[config.mk]
export PLATFORM = sky130hd
export DESIGN_NAME = lfsr_gen
export DESIGN_NICKNAME = d
export VERILOG_FILES = /design/src/rtl/lfsr_pkg.sv /design/src/rtl/lfsr_gen_step.sv /design/src/rtl/lfsr_gen.sv
export SDC_FILE = /design/constraint.sdc
export NUM_CORES = 1
export LEC_CHECK = 0
export BUFFER_PORTS_ARGS = -buffer_cell sky130_fd_sc_hd__buf_2
export CAP_MARGIN = 40
export CORE_MARGIN = 2
export CORE_UTILIZATION = 51
export CTS_CLUSTER_DIAMETER = 150
export DETAILED_ROUTE_END_ITERATION = 16
export PLACE_DENSITY = 0.76
export SYNTH_ARGS = -nofsm -noshare
export SYNTH_HDL_FRONTEND = slang
export SYNTH_SLANG_ARGS = --single-unit
[constraint.sdc]
create_clock -name Clk -period 2 [get_ports Clk]
set_clock_uncertainty 0.15 [all_clocks]
set_input_delay 0.2 -clock Clk [delete_from_list [all_inputs] [get_ports Clk]]
set_output_delay 0.2 -clock Clk [all_outputs]
set_load 0.005 [all_outputs]
[src/rtl/lfsr_pkg.sv]
// Shared types and helpers for the lfsr_gen operand source.
// Holds the FSM encoding, the default feedback mask and the single-step function.
// The step function works at a fixed maximum width so every WIDTH can share it.
package lfsr_pkg;

  // Widest LFSR the shared step function supports.
  localparam int unsigned LFSR_MAX_W = 64;

  // Default feedback mask for the 8-bit configuration.
  localparam logic [7:0] LFSR_DEF_TAPS = 8'h1B;

  typedef enum logic {
    GEN  = 1'b0,
    HOLD = 1'b1
  } state_t;

  // One Fibonacci step: right shift, parity of the tapped bits enters bit width-1.
  // Bits of state at or above width are expected to be zero.
  function automatic logic [LFSR_MAX_W-1:0] lfsr_next(
    input logic [LFSR_MAX_W-1:0] state,
    input logic [LFSR_MAX_W-1:0] taps,
    input int unsigned           width
  );
    logic [LFSR_MAX_W-1:0] w_fb;
    w_fb = LFSR_MAX_W'(^(state & taps));
    return (state >> 1) | (w_fb << (width - 1));
  endfunction

endpackage

[src/rtl/lfsr_gen_step.sv]
// Purpose: combinational single-step next-state of a Fibonacci LFSR.
// Latency: zero cycles, pure combinational.
// Backpressure: none; the caller decides when the result is registered.
module lfsr_step
  import lfsr_pkg::*;
#(
  parameter int unsigned      WIDTH = 8,
  parameter logic [WIDTH-1:0] TAPS  = WIDTH'(LFSR_DEF_TAPS)
) (
  input  logic [WIDTH-1:0] i_state,
  output logic [WIDTH-1:0] o_next
);

  // Widen into the shared helper, step once, trim back to the register width.
  assign o_next = WIDTH'(lfsr_next(LFSR_MAX_W'(i_state), LFSR_MAX_W'(TAPS), WIDTH));

endmodule

[src/rtl/lfsr_gen.sv]
// Purpose: pseudo-random operand source, Fibonacci LFSR with seed load and lock-up recovery.
// Latency: first word STEPS enabled cycles after reset/load; STEPS=1 gives one word per cycle.
// Backpressure: valid/ready; word and LFSR are frozen while out_valid=1 and out_ready=0.
module lfsr_gen
  import lfsr_pkg::*;
#(
  parameter int unsigned      WIDTH = 8,
  parameter int unsigned      OUT_W = 3,
  parameter logic [WIDTH-1:0] TAPS  = WIDTH'(LFSR_DEF_TAPS),
  parameter int unsigned      STEPS = 1,
  parameter int unsigned      CNT_W = 16
) (
  input  logic             Clk,
  input  logic             nRst,
  input  logic             en,
  input  logic             load,
  input  logic [WIDTH-1:0] seed,
  output logic [OUT_W-1:0] out_data,
  output logic             out_valid,
  input  logic             out_ready,
  output logic             lockup,
  output logic [CNT_W-1:0] word_count
);

  // step_cnt only needs to reach STEPS-1.
  localparam int unsigned    SC_W    = (STEPS > 1) ? $clog2(STEPS) : 1;
  localparam logic [SC_W-1:0] SC_LAST = SC_W'(STEPS - 1);

  state_t           r_fsm,      w_fsm_nxt;
  logic [WIDTH-1:0] r_state,    w_state_nxt;
  logic [SC_W-1:0]  r_step_cnt, w_cnt_nxt;
  logic [OUT_W-1:0] r_data,     w_data_nxt;
  logic             r_vld,      w_vld_nxt;
  logic             r_lock,     w_lock_nxt;
  logic [CNT_W-1:0] r_wc,       w_wc_nxt;
  logic [WIDTH-1:0] w_next;

  // Single next-state block shared by the GEN step and the HOLD handshake step.
  lfsr_step #(
    .WIDTH (WIDTH),
    .TAPS  (TAPS)
  ) u_step (
    .i_state (r_state),
    .o_next  (w_next)
  );

  // Next-state logic: load first, then the GEN/HOLD advance, then zero-state recovery.
  always_comb begin
    w_fsm_nxt   = r_fsm;
    w_state_nxt = r_state;
    w_cnt_nxt   = r_step_cnt;
    w_data_nxt  = r_data;
    w_vld_nxt   = r_vld;
    w_wc_nxt    = r_wc;
    w_lock_nxt  = 1'b0;
    if (load) begin
      // A handshake in the same cycle is dropped: no word counted, no advance.
      w_state_nxt = seed;
      w_cnt_nxt   = '0;
      w_vld_nxt   = 1'b0;
      w_fsm_nxt   = GEN;
      if (seed == '0) begin
        w_state_nxt = '1;
        w_lock_nxt  = 1'b1;
      end
    end else begin
      case (r_fsm)
        GEN: begin
          if (en) begin
            w_state_nxt = w_next;
            if (r_step_cnt == SC_LAST) begin
              w_data_nxt = w_next[OUT_W-1:0];
              w_vld_nxt  = 1'b1;
              w_cnt_nxt  = '0;
              w_fsm_nxt  = HOLD;
            end else begin
              w_cnt_nxt = r_step_cnt + 1'b1;
            end
          end
        end
        HOLD: begin
          // The handshake advance ignores en; it counts as step 0 of the next word.
          if (r_vld && out_ready) begin
            w_wc_nxt    = r_wc + 1'b1;
            w_state_nxt = w_next;
            if (STEPS == 1) begin
              w_data_nxt = w_next[OUT_W-1:0];
            end else begin
              w_cnt_nxt = SC_W'(1);
              w_vld_nxt = 1'b0;
              w_fsm_nxt = GEN;
            end
          end
        end
        default: begin
          w_fsm_nxt = GEN;
        end
      endcase
      // An all-zero register would never leave zero; force it back to all ones.
      if (r_state == '0) begin
        w_state_nxt = '1;
        w_lock_nxt  = 1'b1;
      end
    end
  end

  // State register with asynchronous active-low reset.
  always_ff @(posedge Clk or negedge nRst) begin
    if (!nRst) begin
      r_fsm      <= GEN;
      r_state    <= '1;
      r_step_cnt <= '0;
      r_data     <= '0;
      r_vld      <= 1'b0;
      r_lock     <= 1'b0;
      r_wc       <= '0;
    end else begin
      r_fsm      <= w_fsm_nxt;
      r_state    <= w_state_nxt;
      r_step_cnt <= w_cnt_nxt;
      r_data     <= w_data_nxt;
      r_vld      <= w_vld_nxt;
      r_lock     <= w_lock_nxt;
      r_wc       <= w_wc_nxt;
    end
  end

  assign out_data   = r_data;
  assign out_valid  = r_vld;
  assign lockup     = r_lock;
  assign word_count = r_wc;

endmodule

==> impl_metrics.yaml, run 1 <==
critical_path:
  required_ps: 2120
  reg2reg_to: "r_state[2]"
  cp-end-kind: "register"
  crit_type: "register to register"
  arrival_ps: 2030
  reg2regPathDepth: 4
  path_max_fanout: 10
  rrSetupSlack_ps: 90
  rr_startpoint: "r_state[4]"
  startpoint_type: "register"
clocking:
  post_cts_buffers: 0
  cts_made_buffers: 5
  cts_tree: "done"
  clk_pin_slew_ps: 100
  cts_htree_levels: 2
  cts-root-buf: "clkbuf_4"
  post_cts_resized: 0
  holdBufCountCts: 4
  insertion_delay_ps: 330
  cts_buffer_depth: 2
  clkSinkCount: 30
sta:
  fmax_ghz: 0.524
  rsz0062_at_grt: "false"
  setup_tns_ps: 0
  report.final.slew_viol_count: 0
  finalWorstPathRequiredPeriod_ps: 1910
  tightest_slew_ps: 641
  slew_headroom_pct: 57.3
  setup_viol: 0
  hold_viol_final: 0
  period_share_pct: 95.4
final_layout:
  syn2layout_area_growth_pct: 17.4
  antennaDiodeCount: 0
  nFillCells: 225
  drive_above_1_share_pct: 37.3
  instances_no_fill: 197
  final_cell_area_sq_um: 1770
  final_common_cell: "buf_2"
  final_util_pct: 63.6
  final_cell_mix: "buf_2 (33), dfrtp_1 (22), xnor2_1 (10)"
  fin_nets: 180
power_and_ir_drop:
  ir_drop_uv: 628
  p_sw_share_pct: 29.1
  p_leak_nw: 0.896
  p_comb_share_pct: 19.2
  p_clk_share_pct: 26.4
  seq_power_share_pct: 54.4
  p_switching_mw: 0.427
  total_power_mw: 1.47
  p_per_area_nw_per_um2: 829
  p_int_mw: 1.04
logic_synthesis:
  ys_seq_area_share_pct: 50.5
  syn_nets: 139
  synth_edf_count: 0
  ys_warn_count: 0
  ys_seq_elements: 30
  ys_types: 32
  syn_area_sq_um: 1510
  syn_area_per_cell_sq_um: 12.1
  synth-main-ff-cell: "dfrtp_1"
  synthCells: 124
  ys_async_sr_fraction_pct: 100
min_path:
  worstHoldEndpoint: "r_state[5]"
  hold_depth: 3
  hp-class: "input pin to register"
  hold_start: "seed[5]"
detailed_routing:
  vias_per_cell: 5.75
  wire_per_inst_microns: 15.8
  dr.pass1.iters: 4
  postRouteAntennaNets: 0
  drc_errors: 0
  num_vias: 1133
  dr.first_iter.drc_count: 39
  drt_wl_total_mm: 3.12
die:
  fp.dieH_microns: 58.4
  coreArea_sq_um: 2780
  start_util_pct: 54.2
  rows: 19
  io_pins: 34
  die-area_sq_um: 3400
  die_w_microns: 58.4
run_status:
  run_status: "complete, no violations"
placed_design:
  dp_hpwl_mm: 2.18
  gp_congestion: 1.02
  placedCellCount: 185
  placed_area_sq_um: 1670
  place.port_buffers: 33
global_route:
  grt_max_degree: 31
  gr-total-overflow: 0
  grt_pass1_vias: 1119
  grt_pass1_wl_mm: 5.20
  grt_util_all_layers_pct: 21.1
  antenna_found_initial: 0
run:
  drv_cap: 0
power groups by stage:
stage	combinational, mW	sequential, mW	clock, mW
after floorplan	0.178	0.784	0
after global placement	0.264	0.792	0
after detailed placement	0.278	0.803	0
after CTS	0.285	0.794	0.394
after global routing	0.312	0.807	0.443
final	0.282	0.797	0.387
kinds of logic after synthesis:
family | after synthesis | synth area share (%)
AO/OA/AOI/OAI | 11 | 6.06
XOR/XNOR | 17 | 9.88
adder cells (fa/ha/maj) | 2 | 1.66
buffers and inverters | 9 | 4.32
flip-flops | 30 | 50.5
multiplexers | 12 | 9.63
AND/OR/NAND/NOR | 43 | 17.9
critical path, stage by stage, from the launching register on:
cell and delay [ps]:
dfstp_2 400, nor4_1 320, a31o_1 380, nand2b_4 280
mux2_4 320
worst max path at each step:
stage | endpoint | from | slack, ps | depth (start not counted)
after floorplan | r_state[2] | r_state[1] | 190 | 7
after global placement | r_state[2] | r_state[4] | 210 | 4
after detailed placement | r_state[2] | r_state[4] | 120 | 4
after CTS | r_state[6] | r_state[4] | 110 | 4
after global routing | r_state[2] | r_state[4] | 7 | 4
final | r_state[2] | r_state[4] | 90 | 4
per-stage QoR:
step           worst slack (ps)  hold slack, ps
4_1_cts                     107            26.8
6_report                   92.4            35.2
3_5_place_dp                116             108
2_1_floorplan               186            -246
3_3_place_gp                209            98.3
5_1_grt                    6.93            12.4
synth_stat cells, types with 3 or more instances:
cell type | number | share of area (%)
dfrtp_1 | 22 | 37
xnor2_1 | 10 | 5.8
nor2_1 | 9 | 2.2
dfstp_2 | 8 | 14
nor4_1 | 8 | 3.3
xor2_1 | 7 | 4.1
inv_1 | 6 | 1.5
nand2_1 | 6 | 1.5
mux2_2 | 4 | 3.0
mux2_4 | 4 | 4.0
mux2i_1 | 4 | 2.7
nand4_1 | 4 | 1.7
o32a_1 | 4 | 2.7
nand3_1 | 3 | 1.0
o22ai_1 | 3 | 1.2
flip-flops by register name (all words and copies together) (netlist names):
name	count
out_data	3
r_state	8
r_fsm	1
word_count	16
lockup	1
out_valid	1
layer usage:
layer | GRT usage [%] | routed length (microns) | vias up
li1 | - | - | 536
met1 | 25.3 | 1330 | 540
met2 | 32.4 | 1520 | 49
met3 | 8.57 | 205 | 8
met4 | 11.3 | 65 | 0
met5 | 0 | 0 | -
final cells by class:
cell class              instances  area, sq um  share of cell area [%]
flip-flops and latches         30          761                    43.0
multi-input cells              85          681                    38.5
repair buffers                 37          205                    11.6
clock buffers                   7         55.1                    3.11
well taps                      31         38.8                    2.19
inverters                       6         22.5                    1.27
clock inverters                 1         5.00                   0.283
Power figures use the tool's default switching activity.
==> run 2, diff against run 1 <==
--- a/config.mk
+++ b/config.mk
@@ -8,10 +8,9 @@
 export BUFFER_PORTS_ARGS = -buffer_cell sky130_fd_sc_hd__buf_2
 export CAP_MARGIN = 40
 export CORE_MARGIN = 2
-export CORE_UTILIZATION = 51
+export CORE_UTILIZATION = 39
 export CTS_CLUSTER_DIAMETER = 150
 export DETAILED_ROUTE_END_ITERATION = 16
-export PLACE_DENSITY = 0.76
 export SYNTH_ARGS = -nofsm -noshare
 export SYNTH_HDL_FRONTEND = slang
 export SYNTH_SLANG_ARGS = --single-unit
==> impl_metrics.yaml, run 2 (synthesis results as in run 1) <==
run_status:
  run_status: "complete, no violations"
detailed_routing:
  postRouteAntennaNets: 0
  wl_met2_mm: 1.32
  drc_errors: 0
  highest_layer: "met4"
  num_vias: 1084
  drt_wl_total_mm: 2.82
  vias_per_cell: 5.14
  dr.pass1.iters: 4
  wire_per_inst_microns: 13.4
  met1_length_mm: 1.34
  dr_wl_met3_microns: 158
  dr.first_iter.drc_count: 68
final_layout:
  largest_reg_flops: 16
  drive_above_1_share_pct: 38.7
  final_util_pct: 48.5
  antennaDiodeCount: 0
  syn2layout_area_growth_pct: 18.9
  final_common_cell: "buf_2"
  final_cell_area_sq_um: 1790
  fin_nets: 177
  final_cell_mix: "buf_2 (33), dfrtp_1 (22), xnor2_1 (10)"
die:
  start_util_pct: 40.8
  die_w_microns: 66.2
  io_pins: 34
  die-area_sq_um: 4380
  fp.dieH_microns: 66.2
  coreArea_sq_um: 3690
  rows: 22
clocking:
  insertion_delay_ps: 270
  cts_tree: "done"
  cts_htree_levels: 2
  post_cts_buffers: 0
  clk_pin_slew_ps: 60
  cts_made_buffers: 5
  clkSinkCount: 30
  cts-root-buf: "clkbuf_8"
  cts_buffer_depth: 2
sta:
  setup_viol: 0
  tightest_slew_ps: 644
  hold_viol_final: 0
  fin_ws_ps: 172
  slew_headroom_pct: 57.1
  finalWorstPathRequiredPeriod_ps: 1830
  period_share_pct: 91.4
  setup_tns_ps: 0
  fmax_ghz: 0.547
  rsz0062_at_grt: "false"
  report.final.slew_viol_count: 0
min_path:
  hp-class: "input pin to register"
critical_path:
  required_ps: 2050
  path_delay_family: "simple AND/OR/NAND/NOR gates"
  startpoint_type: "register"
  crit_type: "register to register"
  arrival_ps: 1880
  path_max_fanout: 10
  cp_slowest_cell: "dfstp_2"
  cp-end-kind: "register"
  crit_buf_inv: 0
  crit_chain: "nor4_1 > a31o_2 > nand2b_4 > mux2_4"
  slowest_delay_ps: 390
global_route:
  grt_pass1_wl_mm: 4.80
  grt_max_degree: 31
  antenna_found_initial: 0
  grt_pass1_vias: 1044
  gr-total-overflow: 0
  grt_util_all_layers_pct: 14.2
placed_design:
  placed_area_sq_um: 1690
  gp_congestion: 0.810
  dp_hpwl_mm: 2.14
  place.port_buffers: 33
  pre_cts_slack_ps: 57.4
power_and_ir_drop:
  ir_drop_uv: 455
  p_leak_nw: 0.896
  p_per_area_nw_per_um2: 863
  total_power_mw: 1.55
run:
  drv_cap: 0
## run 2: stage by stage
step / hold slack [ps] / cells
global route: 13.5 / 211
floorplan: -246 / 124
CTS: 8.13 / 211
global placement: 118 / 202
finish: 12.0 / 211
detailed placement: 124 / 202
## run 2: per-layer routing
metal / up-vias / track usage [%]
met5: - / 0
met4: 0 / 3.06
met3: 2 / 4.60
met2: 32 / 23.1
met1: 526 / 18.5
li1: 524 / -
## run 2: path summary, 6_finish.rpt
| kind | start | end | slack [ps] | cells after the start |
|---|---|---|---|---|
| min | en | r_fsm | 10 | 3 |
| max | r_state[4] | r_state[6] | 170 | 4 |
| max reg2reg | r_state[4] | r_state[6] | 170 | 4 |
| min reg2reg | word_count[15] | word_count[15] | 320 | 1 |
| min in group asynchronous | nRst | word_count[2] | 340 | 2 |
| max in group asynchronous | nRst | out_data[1] | 940 | 2 |
## run 2: layout make-up
cell class	instances	area (sq um)
inverters	6	22.5
flip-flops and latches	30	761
fillers	363	1900
clock inverters	1	5.00
well taps	48	60.1
multi-input cells	85	681
repair buffers	34	175
clock buffers	7	86.3
## run 2: worst reg2reg max path: stages (launching register included)
cell and delay, ps:
dfstp_2 390, nor4_1 320, a31o_2 330, nand2b_4 250
mux2_4 320
## run 2: repair_timing
item / in CTS / in global routing
setup endpoints to repair: 0 / 4
hold buffers: 1 / 0
hold endpoints to repair: 22 / 0
gates resized for setup: 0 / 1
## run 2: power by group
part | total [mW] | switching [mW] | internal (mW) | leakage [nW]
Clock | 0.488 | 0.211 | 0.277 | 0.0482
Combinational | 0.271 | 0.118 | 0.153 | 0.471
Sequential | 0.787 | 0.0748 | 0.712 | 0.377
==> run 3, diff against run 2 <==
--- a/config.mk
+++ b/config.mk
@@ -5,12 +5,12 @@
 export SDC_FILE = /design/constraint.sdc
 export NUM_CORES = 1
 export LEC_CHECK = 0
-export BUFFER_PORTS_ARGS = -buffer_cell sky130_fd_sc_hd__buf_2
 export CAP_MARGIN = 40
 export CORE_MARGIN = 2
 export CORE_UTILIZATION = 39
 export CTS_CLUSTER_DIAMETER = 150
 export DETAILED_ROUTE_END_ITERATION = 16
+export DONT_BUFFER_PORTS = 1
 export SYNTH_ARGS = -nofsm -noshare
 export SYNTH_HDL_FRONTEND = slang
 export SYNTH_SLANG_ARGS = --single-unit
==> impl_metrics.yaml, run 3 (synthesis results as in run 1) <==
sta:
  fmax_ghz: 0.536
  period_share_pct: 93.3
  slew_headroom_pct: 72.5
  fin_ws_ps: 135
  hold_viol_final: 0
  tightest_slew_ps: 410
  hold_ws_ps: 22.0
  report.final.slew_viol_count: 0
  setup_tns_ps: 0
  rsz0062_at_grt: "false"
  finalWorstPathRequiredPeriod_ps: 1870
  setup_viol: 0
detailed_routing:
  vias_per_cell: 5.35
  highest_layer: "met4"
  dr.first_iter.drc_count: 46
  num_vias: 984
  dr.pass1.iters: 6
  drc_errors: 0
  drt_wl_total_mm: 2.88
  met1_length_mm: 1.30
  postRouteAntennaNets: 0
  wire_per_inst_microns: 15.7
  dr_wl_met3_microns: 225
  wl_met2_mm: 1.33
die:
  rows: 22
  fp.dieH_microns: 66.2
  die_w_microns: 66.2
  coreArea_sq_um: 3690
  io_pins: 34
  start_util_pct: 40.8
  die-area_sq_um: 4380
power_and_ir_drop:
  p_per_area_nw_per_um2: 897
  p_sw_share_pct: 26.7
  p_switching_mw: 0.407
  p_leak_nw: 0.769
  p_int_mw: 1.12
  ir_drop_uv: 510
  p_comb_share_pct: 14.3
  p_clk_share_pct: 33.3
  seq_power_share_pct: 52.4
placed_design:
  pre_cts_slack_ps: 147
  placedCellCount: 169
  gp_congestion: 0.967
  place.port_buffers: 0
  dp_hpwl_mm: 2.02
clocking:
  cts_made_buffers: 5
  cts_buffer_depth: 2
  post_cts_buffers: 0
  cts_tree: "done"
  post_cts_resized: 0
  clk_pin_slew_ps: 70
  insertion_delay_ps: 270
  cts_htree_levels: 2
  cts-root-buf: "clkbuf_8"
  clkSinkCount: 30
final_layout:
  syn2layout_area_growth_pct: 12.8
  largest_reg_flops: 16
  final_cell_mix: "dfrtp_1 (22), xnor2_1 (10), nor2_1 (9)"
  instances_no_fill: 184
  final_common_cell: "dfrtp_1"
  fin_nets: 150
  antennaDiodeCount: 0
  drive_above_1_share_pct: 22.8
global_route:
  grt_pass1_vias: 1035
  grt_util_all_layers_pct: 14.8
  grt_pass1_wl_mm: 4.82
  antenna_found_initial: 0
  gr-total-overflow: 0
  grt_max_degree: 31
critical_path:
  arrival_ps: 1920
  cp-end-kind: "register"
  startpoint_type: "register"
  path_max_fanout: 10
  required_ps: 2050
  crit_type: "register to register"
  rr_startpoint: "r_state[4]"
  critPathLaunch: "r_state[4]"
run:
  drv_cap: 0
min_path:
  hp-class: "input pin to register"
  hold_start: "load"
run_status:
  run_status: "complete, no violations"
[run 3: cell count changes in the layout (fill, tap and decap cells not counted)]
cell / change
a31o_1: +1
a31o_2: -1
buf_12: +1
buf_2: -33
clkbuf_1: -1
clkinvlp_4: +1
dlygate4sd3_1: +5
[run 3: area by class of cell]
class,count,area [sq um]
Fill cell,336,1990
Sequential cell,30,761
Multi-Input combinational cell,85,681
Clock buffer,6,82.6
Timing Repair Buffer,7,80.1
Tap cell,48,60.1
Inverter,6,22.5
Clock inverter,2,12.5
[run 3: worst paths after layout]
kind	end	slack (ps)	cells after the start
worst max register to register	r_state[3]	130	4
max in group asynchronous	r_state[5]	1250	2
worst min register to register	r_state[5]	330	2
min in group asynchronous	word_count[13]	210	2
worst max-delay path	r_state[3]	130	4
worst min-delay path	lockup	20	2
[run 3: per-stage QoR]
stage | area (sq um) | total power [mW] | utilization, %
after floorplan | 1510 | 0.962 | -
after global placement | 1520 | 0.995 | 41.3
after detailed placement | 1520 | 1.00 | 41.3
after CTS | 1700 | 1.55 | 46.1
after global routing | 1700 | 1.61 | 46.1
final | 1700 | 1.52 | 46.1
[run 3: worst max-delay path: stages (launching register included)]
cell,delay (ps)
dfstp_2,390
nor4_1,270
a31o_1,390
nand2b_4,280
mux2_4,310
[run 3: what timing repair did]
action,CTS,global route
endpoints found under the hold margin,35,0
setup endpoints to repair,0,0
hold buffers,7,0
[run 3: metal layers]
layer	global-route usage, %	vias to the layer above
li1	-	469
met1	17.1	480
met2	24.1	33
met3	6.47	2
met4	5.36	0
met5	0	-
[run 3: power by group through the flow]
stage          Clock (mW)  Sequential [mW]  Combinational, mW
3_3_place_gp            0            0.808              0.187
2_1_floorplan           0            0.784              0.178
4_1_cts             0.525            0.799              0.221
3_5_place_dp            0            0.809              0.193
6_report            0.507            0.798              0.218
5_1_grt             0.549            0.812              0.248
